--- config.mk ---
export PLATFORM = sky130hd
export DESIGN_NAME = dmem_arbiter
export DESIGN_NICKNAME = d
export VERILOG_FILES = /design/src/rtl/dmem_arbiter.sv
export SDC_FILE = /design/constraint.sdc
export NUM_CORES = 1
export LEC_CHECK = 0
export ABC_AREA = 1
export BUFFER_PORTS_ARGS = -buffer_cell sky130_fd_sc_hd__buf_2
export CAP_MARGIN = 40
export CORE_ASPECT_RATIO = 1.25
export CORE_UTILIZATION = 45
export CTS_CLUSTER_SIZE = 10
export DETAILED_ROUTE_END_ITERATION = 10
export PLACE_DENSITY = 0.8
export SLEW_MARGIN = 20
export SYNTH_ARGS = -nofsm -noshare
export SYNTH_HDL_FRONTEND = slang
export SYNTH_SLANG_ARGS = --single-unit
--- constraint.sdc ---
create_clock -name CLK -period 3.3 [get_ports CLK]
set_input_delay 0.66 -clock CLK [delete_from_list [all_inputs] [get_ports CLK]]
set_output_delay 0.66 -clock CLK [all_outputs]
set_load 0.01 [all_outputs]
--- src/rtl/dmem_arbiter.sv ---
// dmem_arbiter: two-port round-robin front end for the 64x32 data memory.
// Valid/ready requests, registered response pulses, bounded bus locking.
module dmem_arbiter #(
    parameter int ADDR_W   = 6,
    parameter int DATA_W   = 32,
    parameter int MAX_LOCK = 8
) (
    input  logic              CLK,
    input  logic              RST,

    input  logic              r0_valid,
    output logic              r0_ready,
    input  logic              r0_we,
    input  logic              r0_lock,
    input  logic [ADDR_W-1:0] r0_addr,
    input  logic [DATA_W-1:0] r0_wdata,
    output logic              r0_rvalid,

    input  logic              r1_valid,
    output logic              r1_ready,
    input  logic              r1_we,
    input  logic              r1_lock,
    input  logic [ADDR_W-1:0] r1_addr,
    input  logic [DATA_W-1:0] r1_wdata,
    output logic              r1_rvalid,

    output logic [DATA_W-1:0] rdata,

    output logic [ADDR_W-1:0] mem_A,
    output logic              mem_WE,
    output logic [DATA_W-1:0] mem_WD,
    input  logic [DATA_W-1:0] mem_RD,

    output logic              lock_active,
    output logic              lock_expired
);

    localparam logic [0:0] IDLE   = 1'b0;
    localparam logic [0:0] ACCESS = 1'b1;

    // Counter value at which an idle lock owner loses the grant.
    localparam logic [7:0] LOCK_LAST = 8'(MAX_LOCK - 1);

    logic [0:0]        state;
    logic [0:0]        state_d;
    logic              busy;

    logic              ptr;
    logic              owner;
    logic              lock_q;
    logic              exp_q;
    logic [7:0]        cnt;

    logic [ADDR_W-1:0] h_addr;
    logic              h_we;
    logic [DATA_W-1:0] h_wdata;
    logic              h_port;

    logic              rv0_q;
    logic              rv1_q;
    logic [DATA_W-1:0] rdata_q;

    logic              rdy0;
    logic              rdy1;
    logic              acc0;
    logic              acc1;
    logic              acc;
    logic              acc_port;
    logic              req_we;
    logic              req_lock;
    logic [ADDR_W-1:0] req_addr;
    logic [DATA_W-1:0] req_wdata;

    assign busy = (state == ACCESS);

    // Grant selection: lock owner only while locked, else sole or ptr port.
    always_comb begin
        rdy0 = 1'b0;
        rdy1 = 1'b0;
        if (lock_q) begin
            rdy0 = r0_valid & ~owner;
            rdy1 = r1_valid & owner;
        end else begin
            rdy0 = r0_valid & (~r1_valid | ~ptr);
            rdy1 = r1_valid & (~r0_valid | ptr);
        end
    end

    assign acc0     = r0_valid & rdy0;
    assign acc1     = r1_valid & rdy1;
    assign acc      = acc0 | acc1;
    assign acc_port = acc1;

    // Mux the accepted port's request fields toward the hold register.
    always_comb begin
        req_we    = r0_we;
        req_lock  = r0_lock;
        req_addr  = r0_addr;
        req_wdata = r0_wdata;
        if (acc1) begin
            req_we    = r1_we;
            req_lock  = r1_lock;
            req_addr  = r1_addr;
            req_wdata = r1_wdata;
        end
    end

    // Stay in ACCESS while back-to-back requests keep being accepted.
    always_comb begin
        state_d = state;
        case (state)
            IDLE:    state_d = acc ? ACCESS : IDLE;
            ACCESS:  state_d = acc ? ACCESS : IDLE;
            default: state_d = IDLE;
        endcase
    end

    // State and hold register; the hold register drives the memory.
    always_ff @(posedge CLK or posedge RST) begin
        if (RST) begin
            state   <= IDLE;
            h_addr  <= '0;
            h_we    <= 1'b0;
            h_wdata <= '0;
            h_port  <= 1'b0;
        end else begin
            state <= state_d;
            if (acc) begin
                h_addr  <= req_addr;
                h_we    <= req_we;
                h_wdata <= req_wdata;
                h_port  <= acc_port;
            end
        end
    end

    // Response: one-cycle rvalid to the served port; rdata only on reads.
    always_ff @(posedge CLK or posedge RST) begin
        if (RST) begin
            rv0_q   <= 1'b0;
            rv1_q   <= 1'b0;
            rdata_q <= '0;
        end else begin
            rv0_q <= busy & ~h_port;
            rv1_q <= busy & h_port;
            if (busy && !h_we) begin
                rdata_q <= mem_RD;
            end
        end
    end

    // Lock ownership, hold timeout and round-robin pointer.
    always_ff @(posedge CLK or posedge RST) begin
        if (RST) begin
            lock_q <= 1'b0;
            owner  <= 1'b0;
            cnt    <= '0;
            exp_q  <= 1'b0;
            ptr    <= 1'b0;
        end else begin
            exp_q <= 1'b0;
            if (acc) begin
                if (req_lock) begin
                    lock_q <= 1'b1;
                    owner  <= acc_port;
                    cnt    <= '0;
                end else begin
                    lock_q <= 1'b0;
                    cnt    <= '0;
                    ptr    <= ~acc_port;
                end
            end else if (lock_q) begin
                if (cnt == LOCK_LAST) begin
                    lock_q <= 1'b0;
                    exp_q  <= 1'b1;
                    cnt    <= '0;
                    ptr    <= ~owner;
                end else begin
                    cnt <= cnt + 8'd1;
                end
            end
        end
    end

    assign r0_ready     = rdy0;
    assign r1_ready     = rdy1;
    assign r0_rvalid    = rv0_q;
    assign r1_rvalid    = rv1_q;
    assign rdata        = rdata_q;
    assign mem_A        = h_addr;
    assign mem_WD       = h_wdata;
    assign mem_WE       = busy & h_we;
    assign lock_active  = lock_q;
    assign lock_expired = exp_q;

endmodule

# Word-level counts from Yosys, hierarchy flattened
# Cells that the tools add are included.
totals:
  regBits: 87
  latch_bits: 0
  ram_bits: 0
  rom_bits: 0
  inputBits: 116
  out_inout_bits: 77
  memories: 0
op_classes:
  addsub: 1
  multipliers: 0
  n_div: 0
  magnitude_cmp: 0
  n_eq_ne: 2
  n_shift: 0
  n_mux: 21
  n_bitwise: 18
  n_reduce_logical: 6
ops:
  columns: ["cell", "n"]
  rows:
  - ["$mux 32", 1]
  - ["$mux 8", 3]
  - ["$mux 1", 16]
  - ["$and 1x1->1", 9]
  - ["$add 8x1->8 const B", 1]
  - ["$eq 8x3->1 const B", 1]
  - ["$mux 6", 1]
  - ["$not 1->1", 6]
  - ["$reduce_bool 2->1", 2]
  - ["$or 1x1->1", 3]
  - ["$reduce_and 3->1", 1]
  - ["$ne 2x2->1 const B", 1]
  - ["$reduce_and 2->1", 1]
  - ["$logic_and 1x1->1", 1]
  - ["$logic_not 1->1", 1]

# Logic depth before layout (Yosys ltp)
logic_depth:
  word_depth: 8
  mapped_depth: 10

# Worst setup path after synthesis
# Ideal clock, no wire load.
synth_timing:
  path_kind: "in2out"
  from: "input port r1_valid"
  to: "output port r1_ready"
  arrival_time_ps: 1241
  required_time_ps: 2640
  slack_ps: 1399
  cell_stages: 5
  path_buffers: 1
  path_cell_list: "inv_1 a21oi_1 nand2_2 inv_2 buf_2"
synth_between:
  elab_chain_cells: 2
synth_rtl:
  columns: ["element", "line", "text"]
  rows:
  - ["start, declared", "19", "input logic r1_valid,"]
  - ["$and 1x1->1, on equally long branches", "85, 82", null]
  - ["$mux 1 (*)", "80", "if (lock_q) begin"]
  - ["end, declared", "20", "output logic r1_ready,"]
# Mark *: on every way between the ends. The rest lies on a longest branch, timed or not.

# Worst setup path after layout
layout_timing:
  from: "register lock_q, in the netlist lock_active"
  to: "output port r1_ready"
layout_between:
  elab_chain_cells: 1
layout_rtl:
  columns: ["element", "line", "text"]
  rows:
  - ["start, declared", "50", "logic lock_q;"]
  - ["start signal, assigned", "155", "lock_q <= 1'b0;"]
  - ["start signal, assigned", "164", "lock_q <= 1'b1;"]
  - ["start signal, assigned", "168", "lock_q <= 1'b0;"]
  - ["$mux 1", "80", null]
# Every way passes these cells.

==> flow_summary.toml <==
[run_status]
status = "finished clean"

[worst_hold_path]
hp-class = "in2async"

[logic_synthesis]
synth_cell_type_count = 23
syn_area_sq_mm = 0.00373
synth.avg_cell_area_sq_um = 9.74
synthCells = 383
yosysSeqAreaShare_pct = 58.4
synth_nets = 501
ys_seq_elements = 87
synth_top_cell_by_area = "dfrtp_1"
synth_area_leaders = "dfrtp_1 (58%), nand2_1 (14%), mux2_2 (9.1%), nand3_1 (5.4%), nor2_1 (1.7%)"
yosysWarnings = 0
synth_top_area_share_pct = 58.4

[clock_network]
cts_buffers = 9
clk_path_buf_depth = 2
path_clk_slew_ns = 0.08
ctsHoldBuffers = 0
post_cts_buffers = 0
clock_latency_ns = 0.35
tritoncts = "yes"
cts_resized = 0
clkSinkCount = 87
ctsRootBufferMaster = "clkbuf_8"
htreeDepth = 3

[final_layout]
layoutNonFillerInstCount = 674
drive_above_1_share_pct = 43.0
nFillCells = 677
final_util_pct = 62.2
final_nets = 692
final_area_sq_mm = 0.00493
diodes = 0
area_growth_pct = 32.1

[power]
peakVddDrop_mv = 0.484
total_power_mw = 4.35
power_leakage_nw = 2.66
power_per_cell_area_mw_per_mm2 = 883

[setup_path]
cpMaxStageDelayCell = "dfrtp_1"
cp.arrival_ns = 1.56
worst-r2r-setup-slack_ns = 1.08
cpPeakStageDelay_ns = 0.46
crit_type = "reg2out"
r2r_cells = 7
path_max_fanout = 14
path_cells = "a21oi_1, nand2_2, inv_2, buf_2"
setup.worst_path.end_class = "output port"
timing.rr.end = "cnt[3]"
start_kind = "flip-flop"
worstPathRequired_ns = 2.64
rr_startpoint = "lock_active"

[timing]
fin_tns_setup_ns = 0
fin_ws_ns = 1.08
hold_violations = 0
rsz0062_at_grt = "false"
whs_ns = 0.151
maxSlewHeadroom_pct = 64.3
setup_violations = 0
fin_crit_sh_pct = 67.4
min_period_ns = 2.22
skew_ns = 0.0111
maxSlewViolCount = 0
worst-slew-pin-transition_ns = 0.535
max_freq_ghz = 0.450

[routing]
drc = 0
drt-total-wl_um = 9090
ant_nets = 0
via_per_inst = 4.86
wl_per_cell_um = 13.5
drt_iter0_markers = 130
via_count = 3275
drt-pass1-iter-count = 4

[placement]
dp_hpwl_um = 6840
gp_congestion = 0.869
place.port_buffers = 192
dpl_worst_slack_ns = 0.891
placedCellCount = 657
dpl_cell_area_sq_mm = 0.00473

[floorplanning]
num_rows = 36
fp.dieH_um = 104
initial_utilization_pct = 47.0
die-area_sq_mm = 0.00866
die_w_um = 83.4
core-area_sq_mm = 0.00793
ios = 193

[global_routing]
grt_pass1_vias = 3103
grtUsageTotal_pct = 21.8
grt_first_pass_wirelength_um = 14900
grt_max_degree = 45
overflow = 0
antenna_found_initial = 0

[run]
maxCapViolCount = 0
-- report_power, final --
group	internal [mW]	total, mW	switching [mW]	leakage, nW
registers	1.56	1.83	0.266	1.04
logic	0.812	1.86	1.05	1.52
clock network	0.313	0.663	0.351	0.0894
total	2.69	4.35	1.66	2.66
-- worst max-delay path by stage --
stage	startpoint	to	slack, ns	depth (start not counted)
global placement	r1_valid	cnt[6]	0.99	10
detailed placement	r1_valid	cnt[3]	0.89	8
finish	lock_active	r1_ready	1.08	4
CTS	lock_active	cnt[3]	1.04	7
global route	lock_active	cnt[1]	0.82	9
floorplan	RST	busy	0.39	1
-- final cells by class --
cell class / instances / area (sq um) / area share, %
Inverter: 17 / 65.1 / 1.32
Multi-Input combinational cell: 261 / 1370 / 27.8
Clock inverter: 3 / 17.5 / 0.356
Tap cell: 95 / 119 / 2.41
Sequential cell: 87 / 2180 / 44.2
Timing Repair Buffer: 198 / 1020 / 20.7
Clock buffer: 13 / 159 / 3.22
-- metal layers --
layer / routed length, um / global-route usage (%) / part of all wire [%]
met1: 3730 / 27.2 / 41
met2: 4520 / 35.4 / 50
met4: 316 / 12.5 / 3.5
met5: 0 / 0 / 0
met3: 523 / 4.06 / 5.8
-- state kept, by name, summed over array words and instances (netlist names), 6 cells and up --
name	flops
mem_WD	32
mem_A	6
cnt	8
rdata	32
-- kinds of logic (layout without fill, tap and decap cells) --
group	after synthesis	after routing	share of synthesized area, %
buffers and inverters	35	231	4.83
and+or+nand+nor	206	206	22.9
DFF	87	87	58.4
muxes	32	32	9.66
AOI/OAI and AO/OA	17	17	2.62
xor gates and xnor gates	4	4	0.940
adders and majority gates	2	2	0.671
-- Yosys cell counts, drive strengths merged --
cell type,n
inv,17
nand3,40
ha,2
nand3b,2
o21ai,5
buf,16
dfrtp,87
clkbuf,2
a21oi,2
a31oi,10
xor2,4
or2,1
mux2,32
nor3,2
nand2,144
nor2,17
-- cell usage in the layout (no fill, tap or decap), types with 3 or more instances in the layout --
cell / count
buf_2: 192
nand2_1: 141
dfrtp_1: 87
nand3_1: 40
mux2_2: 30
nor2_1: 17
inv_1: 13
clkbuf_8: 11
a31oi_1: 10
o21ai_0: 5
buf_4: 5
xor2_1: 4
inv_2: 3
clkinv_2: 3
-- critical path: cells and delay by family (launching register included) --
kind,cells,cell delay (ns)
AO/OA/AOI/OAI,1,0.26
AND/OR/NAND/NOR,1,0.24
flip-flops,1,0.46
buffers and inverters,2,0.25
Power figures use the tool's default switching activity.
